### config.mk
export PLATFORM = sky130hd
export DESIGN_NAME = freq_meas_ctrl_flat
export DESIGN_NICKNAME = d
export VERILOG_FILES = /design/src/rtl/freq_meas_ctrl_if.sv /design/src/rtl/freq_meas_ctrl.sv /design/src/flat_wrapper.sv
export SDC_FILE = /design/constraint.sdc
export NUM_CORES = 1
export LEC_CHECK = 0
export ABC_AREA = 1
export BUFFER_PORTS_ARGS = -buffer_cell sky130_fd_sc_hd__buf_2
export CORE_ASPECT_RATIO = 0.9
export CORE_MARGIN = 2
export CORE_UTILIZATION = 50
export CTS_BUF_LIST = sky130_fd_sc_hd__clkbuf_2 sky130_fd_sc_hd__clkbuf_4 sky130_fd_sc_hd__clkbuf_8
export DETAILED_ROUTE_END_ITERATION = 7
export PLACE_DENSITY = 0.67
export SLEW_MARGIN = 25
export SYNTH_ARGS = -nofsm -noshare
export SYNTH_HDL_FRONTEND = slang
export SYNTH_SLANG_ARGS = --single-unit
### constraint.sdc
create_clock -name ref_clk -period 4.8 [get_ports ref_clk]
set_input_delay 0.48 -clock ref_clk [delete_from_list [all_inputs] [get_ports ref_clk]]
set_output_delay 0.48 -clock ref_clk [all_outputs]
set_load 0.01 [all_outputs]
### src/rtl/freq_meas_ctrl_if.sv
// Requester/counter-side bundle for the frequency measurement sequencer.
// The master side drives requests, enable and the synchronized count; the slave side is the sequencer.
interface freq_meas_ctrl_if #(
    parameter int NCH = 4,
    parameter int CW  = 32
);
    localparam int SW = (NCH > 1) ? $clog2(NCH) : 1;

    logic            en;
    logic [NCH-1:0]  req;
    logic [NCH-1:0]  ack;
    logic            busy;
    logic [SW-1:0]   sel;
    logic            meas_clr;
    logic            meas_gate;
    logic [CW-1:0]   meas_count;
    logic [31:0]     freq;
    logic            freq_valid;
    logic            ovf;

    modport master (
        output en, req, meas_count,
        input  ack, busy, sel, meas_clr, meas_gate, freq, freq_valid, ovf
    );

    modport slave (
        input  en, req, meas_count,
        output ack, busy, sel, meas_clr, meas_gate, freq, freq_valid, ovf
    );
endinterface

### src/rtl/freq_meas_ctrl.sv
// Round-robin measurement sequencer for a shared frequency counter: grants one channel,
// runs clear/gate/settle on ref_clk, converts the gated count to Hz and acknowledges.
module freq_meas_ctrl #(
    parameter int          NCH       = 4,
    parameter int          GATE_LOG2 = 16,
    parameter int          SETTLE    = 4,
    parameter int unsigned REF_HZ    = 10_000_000,
    parameter int          CW        = 32
) (
    input logic             ref_clk,
    input logic             rst_,
    freq_meas_ctrl_if.slave bus
);
    localparam int SW = (NCH > 1) ? $clog2(NCH) : 1;
    localparam int PW = CW + $clog2(REF_HZ + 1);
    localparam int TW = (SETTLE > 1) ? $clog2(SETTLE) : 1;
    localparam logic [PW-1:0] SAT_LIMIT = PW'(33'h0_FFFF_FFFF);

    typedef enum logic [2:0] {
        S_IDLE,
        S_CLEAR,
        S_GATE,
        S_SETTLE,
        S_CALC,
        S_DONE
    } state_t;

    state_t               state_q;
    logic [SW-1:0]        ptr_q;
    logic [SW-1:0]        sel_q;
    logic [GATE_LOG2-1:0] gate_cnt_q;
    logic [TW-1:0]        settle_cnt_q;
    logic [NCH-1:0]       ack_q;
    logic                 busy_q;
    logic                 clr_q;
    logic                 gate_q;
    logic [31:0]          freq_q;
    logic                 fv_q;
    logic                 ovf_q;

    logic [SW-1:0]        grant_d;
    logic [SW-1:0]        ptr_d;
    logic [32:0]          calc_d;

    // Lowest requesting index at or above p, wrapping modulo NCH.
    function automatic logic [SW-1:0] rr_pick(input logic [NCH-1:0] r, input logic [SW-1:0] p);
        logic [2*NCH-1:0] dbl;
        logic [NCH-1:0]   rot;
        logic [SW:0]      idx;
        dbl = {r, r};
        rot = NCH'(dbl >> p);
        idx = '0;
        for (int k = NCH - 1; k >= 0; k--) begin
            if (rot[k]) idx = {1'b0, p} + (SW+1)'(k);
        end
        if (idx >= (SW+1)'(NCH)) idx = idx - (SW+1)'(NCH);
        return idx[SW-1:0];
    endfunction

    // {ovf, Hz}: count scaled by REF_HZ over a 2^GATE_LOG2-cycle window, saturated to 32 bits.
    function automatic logic [32:0] to_hz(input logic [CW-1:0] cnt);
        logic [PW-1:0] prod;
        logic [PW-1:0] res;
        prod = PW'(cnt) * PW'(REF_HZ);
        res  = prod >> GATE_LOG2;
        if (res > SAT_LIMIT) return {1'b1, 32'hFFFF_FFFF};
        return {1'b0, res[31:0]};
    endfunction

    always_comb begin
        grant_d = rr_pick(bus.req, ptr_q);
        ptr_d   = (sel_q == SW'(NCH - 1)) ? '0 : sel_q + 1'b1;
        calc_d  = to_hz(bus.meas_count);
    end

    always_ff @(posedge ref_clk or negedge rst_) begin
        if (!rst_) begin
            state_q      <= S_IDLE;
            ptr_q        <= '0;
            sel_q        <= '0;
            gate_cnt_q   <= '0;
            settle_cnt_q <= '0;
            ack_q        <= '0;
            busy_q       <= 1'b0;
            clr_q        <= 1'b0;
            gate_q       <= 1'b0;
            freq_q       <= '0;
            fv_q         <= 1'b0;
            ovf_q        <= 1'b0;
        end else begin
            ack_q <= '0;
            fv_q  <= 1'b0;
            clr_q <= 1'b0;
            // Losing enable mid-measurement discards it; pointer, sel and result stay put.
            if (!bus.en && (state_q inside {S_CLEAR, S_GATE, S_SETTLE, S_CALC})) begin
                state_q      <= S_IDLE;
                busy_q       <= 1'b0;
                gate_q       <= 1'b0;
                gate_cnt_q   <= '0;
                settle_cnt_q <= '0;
            end else begin
                case (state_q)
                    S_IDLE: begin
                        if (bus.en && (|bus.req)) begin
                            sel_q   <= grant_d;
                            clr_q   <= 1'b1;
                            busy_q  <= 1'b1;
                            state_q <= S_CLEAR;
                        end
                    end
                    S_CLEAR: begin
                        gate_q     <= 1'b1;
                        gate_cnt_q <= '0;
                        state_q    <= S_GATE;
                    end
                    S_GATE: begin
                        if (gate_cnt_q == '1) begin
                            gate_q       <= 1'b0;
                            gate_cnt_q   <= '0;
                            settle_cnt_q <= '0;
                            state_q      <= S_SETTLE;
                        end else begin
                            gate_cnt_q <= gate_cnt_q + 1'b1;
                        end
                    end
                    S_SETTLE: begin
                        if (settle_cnt_q == TW'(SETTLE - 1)) begin
                            settle_cnt_q <= '0;
                            state_q      <= S_CALC;
                        end else begin
                            settle_cnt_q <= settle_cnt_q + 1'b1;
                        end
                    end
                    S_CALC: begin
                        {ovf_q, freq_q} <= calc_d;
                        state_q         <= S_DONE;
                    end
                    S_DONE: begin
                        ack_q   <= NCH'(1) << sel_q;
                        fv_q    <= 1'b1;
                        ptr_q   <= ptr_d;
                        busy_q  <= 1'b0;
                        state_q <= S_IDLE;
                    end
                    default: state_q <= S_IDLE;
                endcase
            end
        end
    end

    assign bus.ack        = ack_q;
    assign bus.busy       = busy_q;
    assign bus.sel        = sel_q;
    assign bus.meas_clr   = clr_q;
    assign bus.meas_gate  = gate_q;
    assign bus.freq       = freq_q;
    assign bus.freq_valid = fv_q;
    assign bus.ovf        = ovf_q;
endmodule

### src/flat_wrapper.sv
// flat-port wrapper written by rule: the top's interface ports become plain ports
module freq_meas_ctrl_flat 
#(
    parameter int          NCH       = 4,
    parameter int          GATE_LOG2 = 16,
    parameter int          SETTLE    = 4,
    parameter int unsigned REF_HZ    = 10_000_000,
    parameter int          CW        = 32
)
  (ref_clk, rst_, bus_en, bus_req, bus_meas_count, bus_ack, bus_busy, bus_sel, bus_meas_clr, bus_meas_gate, bus_freq, bus_freq_valid, bus_ovf);
  freq_meas_ctrl_if #(.NCH(NCH), .CW(CW)) bus_i ();
  input logic ref_clk;
  input logic rst_;
  input wire logic [$bits(bus_i.en)-1:0] bus_en;
  input wire logic [$bits(bus_i.req)-1:0] bus_req;
  input wire logic [$bits(bus_i.meas_count)-1:0] bus_meas_count;
  output wire logic [$bits(bus_i.ack)-1:0] bus_ack;
  output wire logic [$bits(bus_i.busy)-1:0] bus_busy;
  output wire logic [$bits(bus_i.sel)-1:0] bus_sel;
  output wire logic [$bits(bus_i.meas_clr)-1:0] bus_meas_clr;
  output wire logic [$bits(bus_i.meas_gate)-1:0] bus_meas_gate;
  output wire logic [$bits(bus_i.freq)-1:0] bus_freq;
  output wire logic [$bits(bus_i.freq_valid)-1:0] bus_freq_valid;
  output wire logic [$bits(bus_i.ovf)-1:0] bus_ovf;
  assign bus_i.en = bus_en;
  assign bus_i.req = bus_req;
  assign bus_i.meas_count = bus_meas_count;
  assign bus_ack = bus_i.ack;
  assign bus_busy = bus_i.busy;
  assign bus_sel = bus_i.sel;
  assign bus_meas_clr = bus_i.meas_clr;
  assign bus_meas_gate = bus_i.meas_gate;
  assign bus_freq = bus_i.freq;
  assign bus_freq_valid = bus_i.freq_valid;
  assign bus_ovf = bus_i.ovf;
  freq_meas_ctrl #(.NCH(NCH), .GATE_LOG2(GATE_LOG2), .SETTLE(SETTLE), .REF_HZ(REF_HZ), .CW(CW)) u_core (.ref_clk(ref_clk), .rst_(rst_), .bus(bus_i));
endmodule
Word-level counts from Yosys, hierarchy flattened
Index checks and enable logic that the tools add are counted.
{"block": "totals", "ff_bits": 66, "inputBits": 39, "output_inout_bits": 43, "elab_cells": 86}
{"block": "op_classes", "addsub": 7, "n_mul": 1, "magnitude_cmp": 2, "eq_ne": 11, "shifts": 2, "mux": 34, "bitwise": 1, "reduce_logical": 16}
{"cell": "$mux 33", "count": 2}
{"cell": "$mul 32x17->49 const B", "count": 1}
{"cell": "$gt 40x32->1 const B", "count": 1}
{"cell": "$mux 16", "count": 2}
{"cell": "$pmux 16 s2", "count": 1}
{"cell": "$mux 3", "count": 8}
{"cell": "$add 16x1->16 const B", "count": 1}
{"cell": "$eq 16x16->1 const B", "count": 1}
{"cell": "$pmux 3 s5", "count": 1}
{"cell": "$mux 1", "count": 10}
{"cell": "$mux 2", "count": 5}
{"cell": "$reduce_and 2->1", "count": 5}
{"cell": "$reduce_bool 3->1", "count": 3}
{"cell": "$mux 4", "count": 2}
{"cell": "$shr 8x2->4", "count": 1}
{"cell": "$add 2x2->3 const B", "count": 2}
{"cell": "$eq 3x2->1 const B", "count": 2}
{"cell": "$eq 3x3->1 const B", "count": 2}
{"cell": "$ne 3x3->1 const B", "count": 2}
{"cell": "$reduce_and 3->1", "count": 2}
{"cell": "$add 2x1->2 const B", "count": 2}
{"cell": "$eq 2x2->1 const B", "count": 2}
{"cell": "$pmux 1 s2", "count": 2}
{"cell": "$pmux 2 s2", "count": 1}
{"cell": "other kinds (12)", "count": 13}

Longest topological paths before layout
Gate-level depths: netlist of the first run.
{"block": "logic_depth", "depth_word": 7, "depth_mapped": 30, "mapped_depth_nobuf": 29}

Least setup slack after synthesis of the first run
OpenSTA, ideal clock, no wires.
{"block": "synth_timing", "kind": "in2reg", "startpoint": "input bus_meas_count[22]", "endpoint": "register u_core.freq_q[27], in the netlist u_core.bus.freq[27]", "setup_time_ns": 0.117, "arrival_time_ns": 5.021, "t_required_ns": 4.683, "setup_slack_ns": -0.338, "stages": 27, "n_path_buf": 1, "cell_sequence": "ha_1 -> ha_1 -> fa_1 -> inv_1 -> fa_1 -> inv_1 -> fa_1 -> inv_1 -> fa_1 -> inv_1 -> ha_1 -> nand2_1 -> nor2_1 -> inv_2 -> nor2_1 -> nand2_1 -> nor2_1 -> nand2_1 -> nand4_1 -> nand2_1 -> inv_2 -> nand2_2 -> nor2_8 -> buf_8 -> nand3_2 -> nand2_1 -> nand2_1"}
{"block": "synth_between", "elab_chain_cells": 4}
{"element": "start: declaration", "line": "flat_wrapper.sv:16", "rtl": "input wire logic [$bits(bus_i.meas_count)-1:0] bus_meas_count;"}
{"element": "$mul 32x17->49 (*)", "line": "freq_meas_ctrl.sv:64", "rtl": "prod = PW'(cnt) * PW'(REF_HZ);"}
{"element": "$gt 40x32->1", "line": "freq_meas_ctrl.sv:66", "rtl": "if (res > SAT_LIMIT) return {1'b1, 32'hFFFF_FFFF};"}
{"element": "$mux 1", "line": "freq_meas_ctrl.sv:66"}
{"element": "$mux 33 (*)", "line": "freq_meas_ctrl.sv:67", "rtl": "return {1'b0, res[31:0]};"}
{"element": "end signal: assignment", "line": "freq_meas_ctrl.sv:135", "rtl": "{ovf_q, freq_q} <= calc_d;"}
{"element": "end: declaration", "line": "freq_meas_ctrl.sv:37", "rtl": "logic [31:0] freq_q;"}
Every way passes the cells marked *; elsewhere a longest branch is shown, timed or not.
A chain may end at the register's enable or synchronous reset.

Final worst setup path of the first run
{"block": "layout_timing", "startpoint": "input bus_meas_count[12]", "endpoint": "register u_core.freq_q[21], in the netlist u_core.bus.freq[21]"}
The elaborated chain is that of the path after synthesis.

==> impl_metrics.csv, run 1 <==
group,metric,value,unit
routing,avgViaCountPerCell,4.91,
timing,hold_viol,0,
worst_setup_path,cp-end-kind,"flop",
timing,worstMarginPinSlew,0.988,ns
cts,cts_tree,"done",
routing,route.detailed.drc,0,
routing,wl_per_cell,15.6,um
run,maxCapViolations,0,
yosys,synth_top_area_share,23.1,%
grt,grt_first_pass_wirelength,65000,um
worst_setup_path,path_max_fanout,11,
cts,cts.sinks,66,
die,dieArea,29600,sq um
die,start_util,50.6,%
cts,clkLatencyLatePin,0.35,ns
timing,whs,0.318,ns
yosys,synth.area.top_cells,"fa_1, ha_1, inv_1",
timing,setup_viol,33,
cells_and_area,seqCellArea,1650,sq um
timing,worst_slack,-0.265,ns
die,rows,58,
timing,rsz0062_at_grt,"true",
yosys,ys_ff_latch,66,
cells_and_area,nFillCells,2385,
yosys,netlist_area,14100,sq um
die,coreArea,27900,sq um
routing,finalWirelength,39400,um
die,ioPinCount,82,
cells_and_area,areaGrowthSynthToFinish,32.2,%
timing,finalCritPeriodShare,106,%
cts,cts_buffer_depth,2,
run_status,violations,"negative setup slack",
cts,cts_root_buf,"clkbuf_8",
timing,fmax,197,MHz
cells_and_area,final_nets,2612,
grt,antenna_found_initial,0,
die,die_height,163,um
cells_and_area,drive_gt1_share,29.6,%
die,dieWidth,181,um
grt,track_usage,27.8,%
routing,drtIter0Drc,837,
grt,grt_start_max_net_pins,67,
routing,vias,12379,
routing,postRouteAntennaNets,0,
timing,min_period,5.06,ns
grt,overflow,0,
cells_and_area,multiInputGateArea,11900,sq um
grt,grt_pass1_vias,13017,
timing,setup-tns-final,-7.39,ns
yosys,synth-seq-area-share,11.7,%
cts,holdBufCountCts,0,
place,place_hpwl,34400,um
cells_and_area,fin_area,18600,sq um
worst_setup_path,r2r_slack,2.30,ns
worst_setup_path,worstSetupStartpointType,"primary input",
worst_setup_path,critical_path_class,"primary input to flop",
cts,clkTransAtPathRegs,0.07,ns
cts,numCtsBuffers,9,
routing,drt-pass1-iter-count,5,
place,globalplace.congestion,0.946,
run_status,status,"finished with violations",
yosys,syn_nets,2311,
yosys,synth_top_area_cell,"fa_1",
worst_setup_path,arrival,5.30,ns
routing,wl_met2,18300,um
cts,cts_max_level,3,
timing,max_slew_margin,34.1,%
worst_setup_path,critPathRequiredTime,5.03,ns
yosys,yosys.cell_types.count,38,
timing,finalClockSkew,0.00941,ns
yosys,syn_inst,1857,
place,placed_area,17500,sq um
place,io_buffers,81,
timing,slew_violations,0,
cells_and_area,final_core_util,66.9,%
yosys,syn_avg_cell_area,7.60,sq um
cells_and_area,diodes,0,
yosys,synth_warnings,0,
routing,wl_met3,2120,um
min_path,hp-class,"primary input to async pin",
routing,drt-met1-wl,18200,um
routing,highest_layer,"met4",
## Yosys cell counts
| cell | instances |
|---|---|
| inv_1 | 533 |
| ha_1 | 252 |
| xor2_1 | 8 |
| a21boi_0 | 1 |
| nand2_1 | 449 |
| buf_8 | 3 |
| nor2_8 | 2 |
| clkinv_1 | 2 |
| mux2i_1 | 1 |
| nor2_4 | 2 |
| nand3_1 | 44 |
| or2_2 | 3 |
| clkbuf_1 | 4 |
| xnor2_1 | 24 |
| o211ai_1 | 1 |
| nor2_1 | 76 |
| a31oi_1 | 2 |
| dfrtp_1 | 66 |
| nand3_2 | 29 |
| nor3b_1 | 1 |
| inv_2 | 20 |
| o41ai_1 | 1 |
| nor2_2 | 25 |
| and2_4 | 1 |
| buf_1 | 3 |
| nand4_1 | 15 |
| a211oi_1 | 1 |
| nor3_2 | 5 |
| nor3_1 | 14 |
| a21oi_1 | 47 |
| nor4_1 | 3 |
| a32o_1 | 2 |
| nand3b_1 | 4 |
| o21ai_0 | 30 |
| nand2_2 | 10 |
| buf_6 | 3 |
| o21bai_1 | 7 |
| fa_1 | 163 |
## registers in the layout (all words and copies together), names as in the netlist
name	count
u_core.bus.ovf	1
u_core.ptr_q	2
u_core.bus.freq	32
u_core.settle_cnt_q	2
u_core.state_q	3
u_core.bus.meas_gate	1
u_core.bus.sel	2
u_core.gate_cnt_q	16
u_core.bus.freq_valid	1
u_core.bus.ack	4
u_core.bus.meas_clr	1
u_core.bus.busy	1
## worst paths after layout
check                                                      start                                  to  cells after the start
worst max-delay path                          bus_meas_count[12]     u_core.bus.freq[21]$_DFFE_PN0P_                     28
worst min-delay path                                        rst_     u_core.bus.freq[23]$_DFFE_PN0P_                      2
worst max register to register  u_core.gate_cnt_q[0]$_DFFE_PN0P_   u_core.gate_cnt_q[10]$_DFFE_PN0P_                      8
worst min register to register   u_core.bus.freq[30]$_DFFE_PN0P_     u_core.bus.freq[30]$_DFFE_PN0P_                      2
max in group asynchronous                                   rst_  u_core.settle_cnt_q[1]$_DFFE_PN0P_                      2
min in group ref_clk                                      bus_en       u_core.state_q[1]$_DFFE_PN0P_                      3
## cell type report
cell class	count	area share (%)
multi-input cells	1223	63.7
clock inverters	4	0.530
repair buffers	303	12.5
inverters	555	11.2
clock buffers	11	0.812
well taps	360	2.42
flip-flops and latches	66	8.86
## worst max-delay path, stage by stage
cell	delay [ns]
buf_8	0.11
ha_4	0.24
buf_6	0.11
ha_4	0.26
fa_1	0.45
fa_1	0.54
fa_1	0.58
inv_1	0.07
fa_1	0.49
inv_2	0.05
ha_4	0.26
nand2_4	0.10
inv_1	0.05
nand2_1	0.07
nand3_2	0.12
a21oi_2	0.18
nand2_1	0.09
nand2_2	0.10
nand3_1	0.07
nand2_1	0.06
nand2_1	0.06
inv_2	0.07
nand2_4	0.07
nor2_8	0.20
clkbuf_16	0.22
nand3_2	0.07
nand2_1	0.06
nand2_1	0.07
## cell families (layout without fill, tap and decap cells)
group	after synthesis	count (layout)	share of synthesized area, %
flip-flops	66	66	11.7
buffers and inverters	568	873	15.5
AND/OR/NAND/NOR	683	683	21.7
multiplexers	1	1	0.0709
adder cells (fa/ha/maj)	415	415	45.5
AO/OA/AOI/OAI	92	92	3.56
XOR/XNOR	32	32	1.99
## cells in the final DEF, fill, tap and decap left out, drive strengths merged
master  synthesis  routed
inv           553     553
bufinv          0       3
nor2          105     105
a32o            2       2
xnor2          24      24
a211oi          1       1
nand4          15      15
and2            1       1
nand2         459     459
clkbuf          4      16
a21oi          47      47
fa            163     163
dfrtp          66      66
nand3          73      73
clkinv          2       3
o41ai           1       1
nor3           19      19
nor4            3       3
o21bai          7       7
xor2            8       8
o211ai          1       1
ha            252     252
mux2i           1       1
a21boi          1       1
a31oi           2       2
buf             9     298
nand3b          4       4
o21ai          30      30
or2             3       3
nor3b           1       1
## metrics by stage
step | worst slack, ns | cells
CTS | -0.175 | 2518
global placement | -0.701 | 2487
detailed placement | -0.751 | 2487
global route | -0.423 | 2522
finish | -0.265 | 2522
floorplan | 0.00323 | 1857
## timing repair
action,4_1_cts,5_1_grt
gates cloned,1,2
pin swaps,82,32
endpoints found under the setup margin,33,33
buffers inserted,15,3
gates resized for setup,110,58
## metal layers
| metal | track usage, % | vias to the layer above |
|---|---|---|
| met5 | 0 | - |
| li1 | - | 6142 |
| met1 | 38.3 | 5857 |
| met3 | 3.34 | 54 |
| met2 | 47.7 | 326 |
| met4 | 5.51 | 0 |
Power of run 1 is not shown: default switching activity piles up to over one toggle a cycle in this logic, so the estimate is an artifact.
==> run 2: changes to the inputs <==
Settings changed: CORE_ASPECT_RATIO 0.9 to not set.
==> impl_metrics.csv, run 2 (same netlist as run 1, synthesis figures left out) <==
group,metric,value,unit
run_status,status,"finished with violations",
run_status,violations,"negative setup slack",
place,place_hpwl,33900,um
timing,fmax,195,MHz
cells_and_area,final_core_util,67.0,%
worst_setup_path,crit_family,"adder cells",
cts,cts_root_buf,"clkbuf_8",
worst_setup_path,timing.critical_path.mode_cell,"nand2_1",
cts,cts_max_level,3,
worst_setup_path,critPathRequiredTime,5.03,ns
timing,finalClockSkew,0.0106,ns
die,ioPinCount,82,
die,die_height,172,um
worst_setup_path,worstSetupStartpointType,"primary input",
cts,cts_tree,"done",
place,dp_slack,-0.719,ns
worst_setup_path,critPathMaxStageDelay,0.61,ns
run,maxCapViolations,0,
routing,drt-pass1-iter-count,5,
grt,grt_first_pass_wirelength,63400,um
routing,wl_per_cell,15.4,um
cts,cts.sinks,66,
cts,clkTransAtPathRegs,0.07,ns
cells_and_area,multiInputGateArea,11900,sq um
cells_and_area,layout_commonest_cell,"inv_1",
routing,drtIter0Drc,667,
min_path,hp-class,"primary input to async pin",
grt,grt_start_max_net_pins,67,
die,dieWidth,172,um
die,rows,61,
cts,numCtsBuffers,9,
timing,worstMarginPinSlew,1.02,ns
worst_setup_path,arrival,5.34,ns
cells_and_area,largest_register_ffs,32,
cells_and_area,drive_gt1_share,30.3,%
die,dieArea,29600,sq um
die,coreArea,27800,sq um
cells_and_area,final_nets,2617,
routing,avgViaCountPerCell,4.81,
cts,clkLatencyLatePin,0.35,ns
worst_setup_path,worst-path-buf-inv,5,
grt,grt_pass1_vias,12966,
worst_setup_path,critical_path_class,"primary input to flop",
timing,hold_viol,0,
cells_and_area,diodes,0,
cells_and_area,fin_area,18600,sq um
die,start_util,50.8,%
routing,route.detailed.drc,0,
grt,track_usage,27.5,%
timing,rsz0062_at_grt,"true",
routing,postRouteAntennaNets,0,
place,globalplace.congestion,0.961,
timing,setup_viol,33,
worst_setup_path,path_max_fanout,7,
cells_and_area,final_cell_mix,"inv_1, nand2_1, buf_4",
cells_and_area,seqCellArea,1650,sq um
cts,cts_buffer_depth,2,
grt,antenna_found_initial,0,
cells_and_area,areaGrowthSynthToFinish,31.8,%
timing,finalCritPeriodShare,107,%
timing,worst_slack,-0.315,ns
timing,min_period,5.12,ns
worst_setup_path,critPathSlowestCell,"fa_2",
timing,max_slew_margin,31.9,%
grt,overflow,0,
routing,finalWirelength,39100,um
worst_setup_path,cp-end-kind,"flop",
routing,vias,12243,
place,io_buffers,81,
place,placed_area,17500,sq um
timing,slew_violations,0,
cells_and_area,nFillCells,2387,
==> run 2: changes by cell type in the layout (fill, tap and decap cells not counted), moves of 3 or more <==
cell,before,now
buf_2,57,64
buf_6,16,11
clkbuf_4,3,6
fa_1,151,144
fa_2,12,19
ha_1,171,177
ha_4,81,75
nand2_1,398,389
nand2_2,37,44
nor3_2,4,7
==> run 2: area by class of cell <==
cell class | count | share of cell area (%)
Sequential cell | 66 | 8.88
Multi-Input combinational cell | 1223 | 63.8
Inverter | 555 | 11.2
Clock inverter | 5 | 0.296
Tap cell | 378 | 2.54
Timing Repair Buffer | 308 | 12.5
Clock buffer | 10 | 0.740
==> run 2: layer usage <==
layer | track usage, % | up-vias | wire, um
met5 | 0 | - | 0
met4 | 6.03 | 0 | 894
met3 | 3.43 | 53 | 1470
met2 | 48.8 | 235 | 19500
met1 | 36.1 | 5812 | 17200
li1 | - | 6143 | -
==> run 2: per-stage QoR <==
stage               TNS (ns)  cells  hold WS [ns]
floorplan                  0   1857         0.184
CTS                    -7.46   2533         0.343
global placement      -20.42   2503         0.453
detailed placement    -22.39   2503         0.457
global route          -15.90   2545         0.379
finish                 -9.24   2545         0.298
==> run 2: timing repair <==
action / 4_1_cts / 5_1_grt
cloned: 2 / 1
pin swaps: 41 / 94
gates resized for setup: 44 / 121
setup buffers: 14 / 11
hold buffers: 0 / 0
setup endpoints to repair: 33 / 33
==> run 2: worst paths after layout <==
check,start,to,slack [ns],cells past startpoint
min in group ref_clk,bus_en,u_core.state_q[1]$_DFFE_PN0P_,0.43,3
max in group asynchronous,rst_,u_core.gate_cnt_q[9]$_DFFE_PN0P_,3.93,2
worst min-delay path,rst_,u_core.bus.freq[28]$_DFFE_PN0P_,0.30,2
worst max-delay path,bus_meas_count[7],u_core.bus.freq[25]$_DFFE_PN0P_,-0.32,25
worst max register to register,u_core.gate_cnt_q[0]$_DFFE_PN0P_,u_core.gate_cnt_q[13]$_DFFE_PN0P_,2.45,8
worst min register to register,u_core.gate_cnt_q[15]$_DFFE_PN0P_,u_core.gate_cnt_q[15]$_DFFE_PN0P_,0.46,1
Power of run 2 is left out for the same reason.
